[config.mk]
export PLATFORM = sky130hd
export DESIGN_NAME = instr_mem_loader
export DESIGN_NICKNAME = d
export VERILOG_FILES = /design/src/rtl/instr_mem_loader.sv
export SDC_FILE = /design/constraint.sdc
export NUM_CORES = 1
export LEC_CHECK = 0
export BUFFER_PORTS_ARGS = -buffer_cell sky130_fd_sc_hd__buf_4
export CELL_PAD_IN_SITES_DETAIL_PLACEMENT = 0
export CELL_PAD_IN_SITES_GLOBAL_PLACEMENT = 1
export CORE_MARGIN = 2
export CORE_UTILIZATION = 50
export DETAILED_ROUTE_END_ITERATION = 12
export PLACE_DENSITY_LB_ADDON = 0.1
export SYNTH_ARGS = -nofsm -noshare
export SYNTH_HDL_FRONTEND = slang
export SYNTH_SLANG_ARGS = --single-unit
[constraint.sdc]
create_clock -name clk -period 6.4 [get_ports clk]
set_clock_uncertainty 0.2 [all_clocks]
set_input_delay 0.64 -clock clk [delete_from_list [all_inputs] [get_ports clk]]
set_output_delay 0.64 -clock clk [all_outputs]
set_load 0.005 [all_outputs]
[src/rtl/instr_mem_loader.sv]
// ---------------------------------------------------------------------------
// instr_mem_loader
//  Writer side of the instruction-memory interface. Accepts a program frame
//  as a valid/ready byte stream, assembles big-endian 32-bit words and writes
//  them to instruction memory starting at word 0. The CPU pipeline is held
//  (cpu_hold = 1) until a frame has been loaded and its checksum matched.
//
//  Frame: LEN_HI, LEN_LO (N words, big-endian), 4*N data bytes (word MSB
//  first), CSUM (XOR of the data bytes only).
//
// Ports
//  clk          in   1         rising-edge clock
//  rst_n        in   1         asynchronous active-low reset
//  start        in   1         load request pulse (honoured in IDLE/DONE/ERROR)
//  in_valid     in   1         byte available on in_data
//  in_data      in   8         stream byte
//  in_ready     out  1         loader accepts a byte this cycle
//  mem_we       out  1         instruction memory write strobe (one cycle)
//  mem_addr     out  ADDR_W    word address
//  mem_wdata    out  32        word to write
//  cpu_hold     out  1         1 = pipeline must stall
//  done         out  1         load finished with good checksum (sticky)
//  error        out  1         length/checksum/timeout fault (sticky)
//  words_loaded out  ADDR_W+1  words written in the current/last load
// ---------------------------------------------------------------------------
module instr_mem_loader #(
   parameter int unsigned ADDR_W      = 10,
   parameter int unsigned TIMEOUT_CYC = 1000000
) (
   input  logic              clk,
   input  logic              rst_n,
   input  logic              start,
   input  logic              in_valid,
   input  logic [7:0]        in_data,
   output logic              in_ready,
   output logic              mem_we,
   output logic [ADDR_W-1:0] mem_addr,
   output logic [31:0]       mem_wdata,
   output logic              cpu_hold,
   output logic              done,
   output logic              error,
   output logic [ADDR_W:0]   words_loaded
);

   localparam int unsigned CNT_W   = ADDR_W + 1;
   localparam int unsigned LEN_W   = 16;
   localparam int unsigned LEN_X_W = LEN_W + 1;
   localparam int unsigned TMO_W   = 32;

   // Largest legal word count: a completely full memory.
   localparam logic [LEN_X_W-1:0] MAX_LEN   = LEN_X_W'(1) << ADDR_W;
   localparam logic [TMO_W-1:0]   TMO_LIMIT = TMO_W'(TIMEOUT_CYC);
   localparam bit                 TMO_EN    = (TIMEOUT_CYC != 0);

   typedef enum logic [2:0] {
      S_IDLE,
      S_LEN_HI,
      S_LEN_LO,
      S_DATA,
      S_WRITE,
      S_CSUM,
      S_DONE,
      S_ERROR
   } state_e;

   state_e               state_q, state_d;
   logic [LEN_W-1:0]     len_q, len_d;
   logic [23:0]          word_q, word_d;
   logic [1:0]           byte_cnt_q, byte_cnt_d;
   logic [7:0]           csum_q, csum_d;
   logic [TMO_W-1:0]     tmo_q, tmo_d;
   logic [CNT_W-1:0]     words_loaded_q, words_loaded_d;
   logic                 in_ready_q, in_ready_d;
   logic                 mem_we_q, mem_we_d;
   logic [ADDR_W-1:0]    mem_addr_q, mem_addr_d;
   logic [31:0]          mem_wdata_q, mem_wdata_d;
   logic                 cpu_hold_q, cpu_hold_d;
   logic                 done_q, done_d;
   logic                 error_q, error_d;

   logic                 xfer;
   logic [LEN_W-1:0]     len_new;
   logic                 last_word;
   logic                 waiting;

   assign xfer      = in_valid & in_ready_q;
   assign len_new   = {len_q[15:8], in_data};
   assign last_word = (LEN_X_W'(words_loaded_q) + LEN_X_W'(1)) == LEN_X_W'(len_q);

   // States in which the link is expected to deliver bytes (timeout armed).
   assign waiting = (state_q == S_LEN_HI) || (state_q == S_LEN_LO) ||
                    (state_q == S_DATA)   || (state_q == S_CSUM);

   // Next-state and registered-output computation.
   always_comb begin
      state_d        = state_q;
      len_d          = len_q;
      word_d         = word_q;
      byte_cnt_d     = byte_cnt_q;
      csum_d         = csum_q;
      tmo_d          = '0;
      words_loaded_d = words_loaded_q;
      mem_addr_d     = mem_addr_q;
      mem_wdata_d    = mem_wdata_q;

      case (state_q)
         S_IDLE, S_DONE, S_ERROR: begin
            if (start) begin
               state_d        = S_LEN_HI;
               words_loaded_d = '0;
               csum_d         = '0;
               byte_cnt_d     = '0;
            end
         end
         S_LEN_HI: begin
            if (xfer) begin
               len_d   = {in_data, 8'h00};
               state_d = S_LEN_LO;
            end
         end
         S_LEN_LO: begin
            if (xfer) begin
               len_d = len_new;
               if (len_new == '0) begin
                  state_d = S_CSUM;
               end else if ({1'b0, len_new} > MAX_LEN) begin
                  state_d = S_ERROR;
               end else begin
                  state_d = S_DATA;
               end
            end
         end
         S_DATA: begin
            if (xfer) begin
               word_d     = {word_q[15:0], in_data};
               csum_d     = csum_q ^ in_data;
               byte_cnt_d = byte_cnt_q + 2'd1;
               // Fourth byte completes the word; present it to memory next cycle.
               if (byte_cnt_q == 2'd3) begin
                  state_d     = S_WRITE;
                  mem_addr_d  = words_loaded_q[ADDR_W-1:0];
                  mem_wdata_d = {word_q, in_data};
               end
            end
         end
         S_WRITE: begin
            words_loaded_d = words_loaded_q + CNT_W'(1);
            state_d        = last_word ? S_CSUM : S_DATA;
         end
         S_CSUM: begin
            if (xfer) begin
               state_d = (in_data == csum_q) ? S_DONE : S_ERROR;
            end
         end
         default: begin
            state_d = S_IDLE;
         end
      endcase

      // Idle-link watchdog; counter is cleared by any transfer or state exit.
      if (TMO_EN && waiting && !xfer) begin
         if ((tmo_q + TMO_W'(1)) == TMO_LIMIT) begin
            state_d = S_ERROR;
         end else begin
            tmo_d = tmo_q + TMO_W'(1);
         end
      end

      // Status outputs follow the state being entered so they stay registered.
      in_ready_d = (state_d == S_LEN_HI) || (state_d == S_LEN_LO) ||
                   (state_d == S_DATA)   || (state_d == S_CSUM);
      mem_we_d   = (state_d == S_WRITE);
      cpu_hold_d = (state_d != S_DONE);
      done_d     = (state_d == S_DONE);
      error_d    = (state_d == S_ERROR);
   end

   // State and output registers.
   always_ff @(posedge clk or negedge rst_n) begin
      if (!rst_n) begin
         state_q        <= S_IDLE;
         len_q          <= '0;
         word_q         <= '0;
         byte_cnt_q     <= '0;
         csum_q         <= '0;
         tmo_q          <= '0;
         words_loaded_q <= '0;
         in_ready_q     <= 1'b0;
         mem_we_q       <= 1'b0;
         mem_addr_q     <= '0;
         mem_wdata_q    <= '0;
         cpu_hold_q     <= 1'b1;
         done_q         <= 1'b0;
         error_q        <= 1'b0;
      end else begin
         state_q        <= state_d;
         len_q          <= len_d;
         word_q         <= word_d;
         byte_cnt_q     <= byte_cnt_d;
         csum_q         <= csum_d;
         tmo_q          <= tmo_d;
         words_loaded_q <= words_loaded_d;
         in_ready_q     <= in_ready_d;
         mem_we_q       <= mem_we_d;
         mem_addr_q     <= mem_addr_d;
         mem_wdata_q    <= mem_wdata_d;
         cpu_hold_q     <= cpu_hold_d;
         done_q         <= done_d;
         error_q        <= error_d;
      end
   end

   assign in_ready     = in_ready_q;
   assign mem_we       = mem_we_q;
   assign mem_addr     = mem_addr_q;
   assign mem_wdata    = mem_wdata_q;
   assign cpu_hold     = cpu_hold_q;
   assign done         = done_q;
   assign error        = error_q;
   assign words_loaded = words_loaded_q;

endmodule

==> impl_metrics.xml <==
<?xml version="1.0" encoding="UTF-8"?>
<metrics>
  <group name="timing">
    <metric name="timing_hold_violations_final" unit="">0</metric>
    <metric name="fin_crit" unit="ns">3.76</metric>
    <metric name="finalSetupTns" unit="ns">0</metric>
    <metric name="fmax" unit="MHz">266</metric>
    <metric name="timing_worst_slew_pin_value" unit="ns">1.12</metric>
    <metric name="final.period_utilization" unit="%">58.7</metric>
    <metric name="setup_violations" unit="">0</metric>
    <metric name="slew_headroom" unit="%">25.3</metric>
    <metric name="rsz0062_at_grt" unit="">no</metric>
    <metric name="finalMaxSlewViolations" unit="">0</metric>
    <metric name="worst_slack" unit="ns">2.64</metric>
  </group>
  <group name="routing">
    <metric name="first_pass_iters" unit="">4</metric>
    <metric name="ant_nets" unit="">0</metric>
    <metric name="route.vias.total" unit="">5231</metric>
    <metric name="totalWireLength" unit="um">15400</metric>
    <metric name="routed_via_density" unit="">5.63</metric>
    <metric name="post-route-drc-count" unit="">0</metric>
    <metric name="routedWlPerCell" unit="um">16.5</metric>
    <metric name="first_iter_violations" unit="">389</metric>
  </group>
  <group name="floorplanning">
    <metric name="placementRows" unit="">43</metric>
    <metric name="floorplan.io_pins" unit="">70</metric>
    <metric name="floorplan.core_area" unit="sq um">13700</metric>
    <metric name="die_area" unit="sq um">14800</metric>
    <metric name="start_util" unit="%">50.5</metric>
    <metric name="chipWidth" unit="um">122</metric>
    <metric name="floorplan.die.height" unit="um">122</metric>
  </group>
  <group name="clocking">
    <metric name="clk_pin_slew_worst_paths" unit="ns">0.06</metric>
    <metric name="cts_num_sinks" unit="">143</metric>
    <metric name="htreeDepth" unit="">4</metric>
    <metric name="max-clock-path-buffers" unit="">2</metric>
    <metric name="ctsRootBufferMaster" unit="">clkbuf_16</metric>
    <metric name="cts_tree" unit="">built</metric>
    <metric name="worst_skew_pair.late_latency" unit="ns">0.42</metric>
    <metric name="cts_buffers" unit="">17</metric>
    <metric name="post-cts-setup-buffers" unit="">0</metric>
    <metric name="post_cts_hold_buffer_count" unit="">0</metric>
    <metric name="post_cts_resize_count" unit="">0</metric>
  </group>
  <group name="grt">
    <metric name="grt_pass1_vias" unit="">4929</metric>
    <metric name="globalRouteTotalUtil" unit="%">22.0</metric>
    <metric name="largest_net_degree_at_the_start_of_global_routing" unit="">73</metric>
    <metric name="grt_pass1_wl" unit="um">25500</metric>
    <metric name="grt_remaining_overflow" unit="">0</metric>
    <metric name="antenna_found_initial" unit="">0</metric>
  </group>
  <group name="critical_path">
    <metric name="startpoint" unit="">state_q[2]$_DFF_PN0_</metric>
    <metric name="timing.reg2reg.setup_slack" unit="ns">2.64</metric>
    <metric name="ff2ff_path_depth" unit="">7</metric>
    <metric name="critical-path-max-stage-delay" unit="ns">0.91</metric>
    <metric name="arrival" unit="ns">3.87</metric>
    <metric name="critical_path.max_fanout" unit="">46</metric>
    <metric name="crit_path_end_kind" unit="">flip-flop</metric>
    <metric name="r2r-end" unit="">in_ready$_DFF_PN0_</metric>
    <metric name="critPathSlowestCell" unit="">nand2_2</metric>
    <metric name="worstReg2RegStart" unit="">state_q[2]$_DFF_PN0_</metric>
    <metric name="worst-setup-path-type" unit="">flip-flop to flip-flop</metric>
    <metric name="crit_path_frequent_cell" unit="">nand2_1</metric>
    <metric name="cp-start-kind" unit="">flip-flop</metric>
    <metric name="cp.required" unit="ns">6.51</metric>
    <metric name="timing.critical_path.cells" unit="">and3b_1 &gt; nand2_1 &gt; nor2_2 &gt; nand2_2 &gt; nand3_1 &gt; nand2_1 &gt; and3_1</metric>
  </group>
  <group name="logic_synthesis">
    <metric name="postSynthAreaPerCell" unit="sq um">10.3</metric>
    <metric name="synth_area_leader_cell" unit="">dfrtp_1</metric>
    <metric name="yosysWarningCount" unit="">0</metric>
    <metric name="synth_enable_flop_cells" unit="">0</metric>
    <metric name="synthTopCellsByCount" unit="">dfrtp_1, nand2_1, nor2_1, mux2_2, o21ai_0</metric>
    <metric name="synth_top_area_share" unit="%">51.2</metric>
    <metric name="ys_ff_latch" unit="">143</metric>
    <metric name="synthesis.instances" unit="">674</metric>
    <metric name="synthMostInstantiatedCell" unit="">dfrtp_1</metric>
    <metric name="post_synth_instance_area" unit="sq um">6930</metric>
    <metric name="synth_flop_cell" unit="">dfrtp_1</metric>
    <metric name="seq_area_frac_synth" unit="%">51.6</metric>
    <metric name="synth.lib_cells_used.distinct" unit="">64</metric>
    <metric name="synth.top_cells.by_area" unit="">dfrtp_1, mux2_2, nand2_1</metric>
    <metric name="asyncSetResetFlopFracSynth" unit="%">100</metric>
    <metric name="mappedNetlistNets" unit="">689</metric>
  </group>
  <group name="worst_hold_path">
    <metric name="worst_hold_path_type" unit="">input pin to async pin</metric>
  </group>
  <group name="placement">
    <metric name="dpl.hpwl" unit="um">10400</metric>
    <metric name="pre_cts_slack" unit="ns">2.47</metric>
    <metric name="gpl.final_weighted_congestion" unit="">0.831</metric>
    <metric name="io_buffers" unit="">69</metric>
  </group>
  <group name="power_and_ir_drop">
    <metric name="pwr_density_cell" unit="nW/um^2">396</metric>
    <metric name="power.ir.vdd_worst" unit="uV">245</metric>
    <metric name="power_leakage" unit="nW">3.80</metric>
    <metric name="totalPowerFinal" unit="mW">3.23</metric>
  </group>
  <group name="status">
    <metric name="outcome" unit="">finished clean</metric>
  </group>
  <group name="layout">
    <metric name="final_layout_size_suffix_gt1_share" unit="%">22.6</metric>
    <metric name="area_growth_syn_to_layout" unit="%">17.6</metric>
    <metric name="num-nets-final" unit="">751</metric>
    <metric name="insertedDiodeCount" unit="">0</metric>
  </group>
  <group name="flow_run">
    <metric name="max_cap_violations" unit="">0</metric>
  </group>
</metrics>
[how the worst max path moves through the flow]
stage	to	slack, ns	cells after the start
finish	in_ready$_DFF_PN0_	2.64	7
global route	in_ready$_DFF_PN0_	2.23	7
CTS	in_ready$_DFF_PN0_	2.60	7
detailed placement	in_ready$_DFF_PN0_	2.47	8
global placement	in_ready$_DFF_PN0_	2.61	8
floorplan	in_ready$_DFF_PN0_	3.49	8
[metrics by stage]
step	instance area, sq um	utilization [%]	hold slack, ns	std cells
final	8150	59.4	0.0279	929
after global routing	8150	59.4	0.0820	929
after CTS	8150	59.4	0.0495	929
after detailed placement	7550	55.1	0.263	897
after global placement	7550	55.1	0.260	897
after floorplan	6930	-	0.144	674
[final cells by class]
cell class                 instances  area (sq um)
clock buffer                      20           437
clock inverter                    12           161
fill                            1186          5570
inverter                          11          41.3
multi-input combinational        490          3160
sequential                       143          3580
tap                              180           225
timing repair buffer              73           552
[where the power goes]
part / internal [mW] / switching, mW
clock network: 0.617 / 0.385
logic: 0.428 / 0.396
registers: 1.18 / 0.222
[layer usage]
metal	wire length, um	track usage, %
met1	7750	33.4
met2	6780	31.5
met3	627	4.35
met4	212	7.47
met5	0	0
[registers in the layout, indices dropped and copies added, names as in the netlist]
register      count
byte_cnt_q        2
cpu_hold          1
csum_q            8
done              1
error             1
in_ready          1
len_q            16
mem_addr         10
mem_wdata        32
mem_we            1
state_q           3
tmo_q            32
word_q           24
words_loaded     11
[cells by family (layout without fill, tap and decap cells)]
group | after synthesis | count (layout) | synth area share (%)
AND/OR/NAND/NOR | 284 | 284 | 20.2
flip-flops | 143 | 143 | 51.6
AO/OA/AOI/OAI | 100 | 100 | 9.71
XOR/XNOR | 53 | 53 | 6.89
multiplexers | 50 | 50 | 8.10
buffers and inverters | 41 | 116 | 2.94
adder cells (fa/ha/maj) | 3 | 3 | 0.541
[worst max-delay path, delay by kind of cell (launching register included)]
| kind | cells | cell delay [ns] |
|---|---|---|
| AND/OR/NAND/NOR | 7 | 2.94 |
| flip-flops | 1 | 0.50 |
[cell usage in the layout (no fill, tap or decap), types with 3 or more instances in the layout]
cell type / n
nand3_1: 23
nor2b_1: 3
a21oi_1: 10
nand2_1: 114
clkinv_4: 3
buf_4: 72
dfrtp_1: 142
xor2_1: 26
clkbuf_1: 3
nor4_1: 11
o31ai_1: 3
inv_1: 11
o21ai_0: 43
bufinv_16: 3
nor2_1: 53
a211oi_1: 5
xnor2_1: 26
nor3b_1: 4
mux2_2: 49
clkbuf_16: 17
a22o_1: 10
o22ai_1: 4
and2_1: 4
and4_1: 5
nand4_1: 15
nor3_1: 16
nand2b_1: 3
or3_1: 5
o31a_1: 3
ha_1: 3
and3_1: 10
No activity file was read; power rests on OpenSTA's default activity.
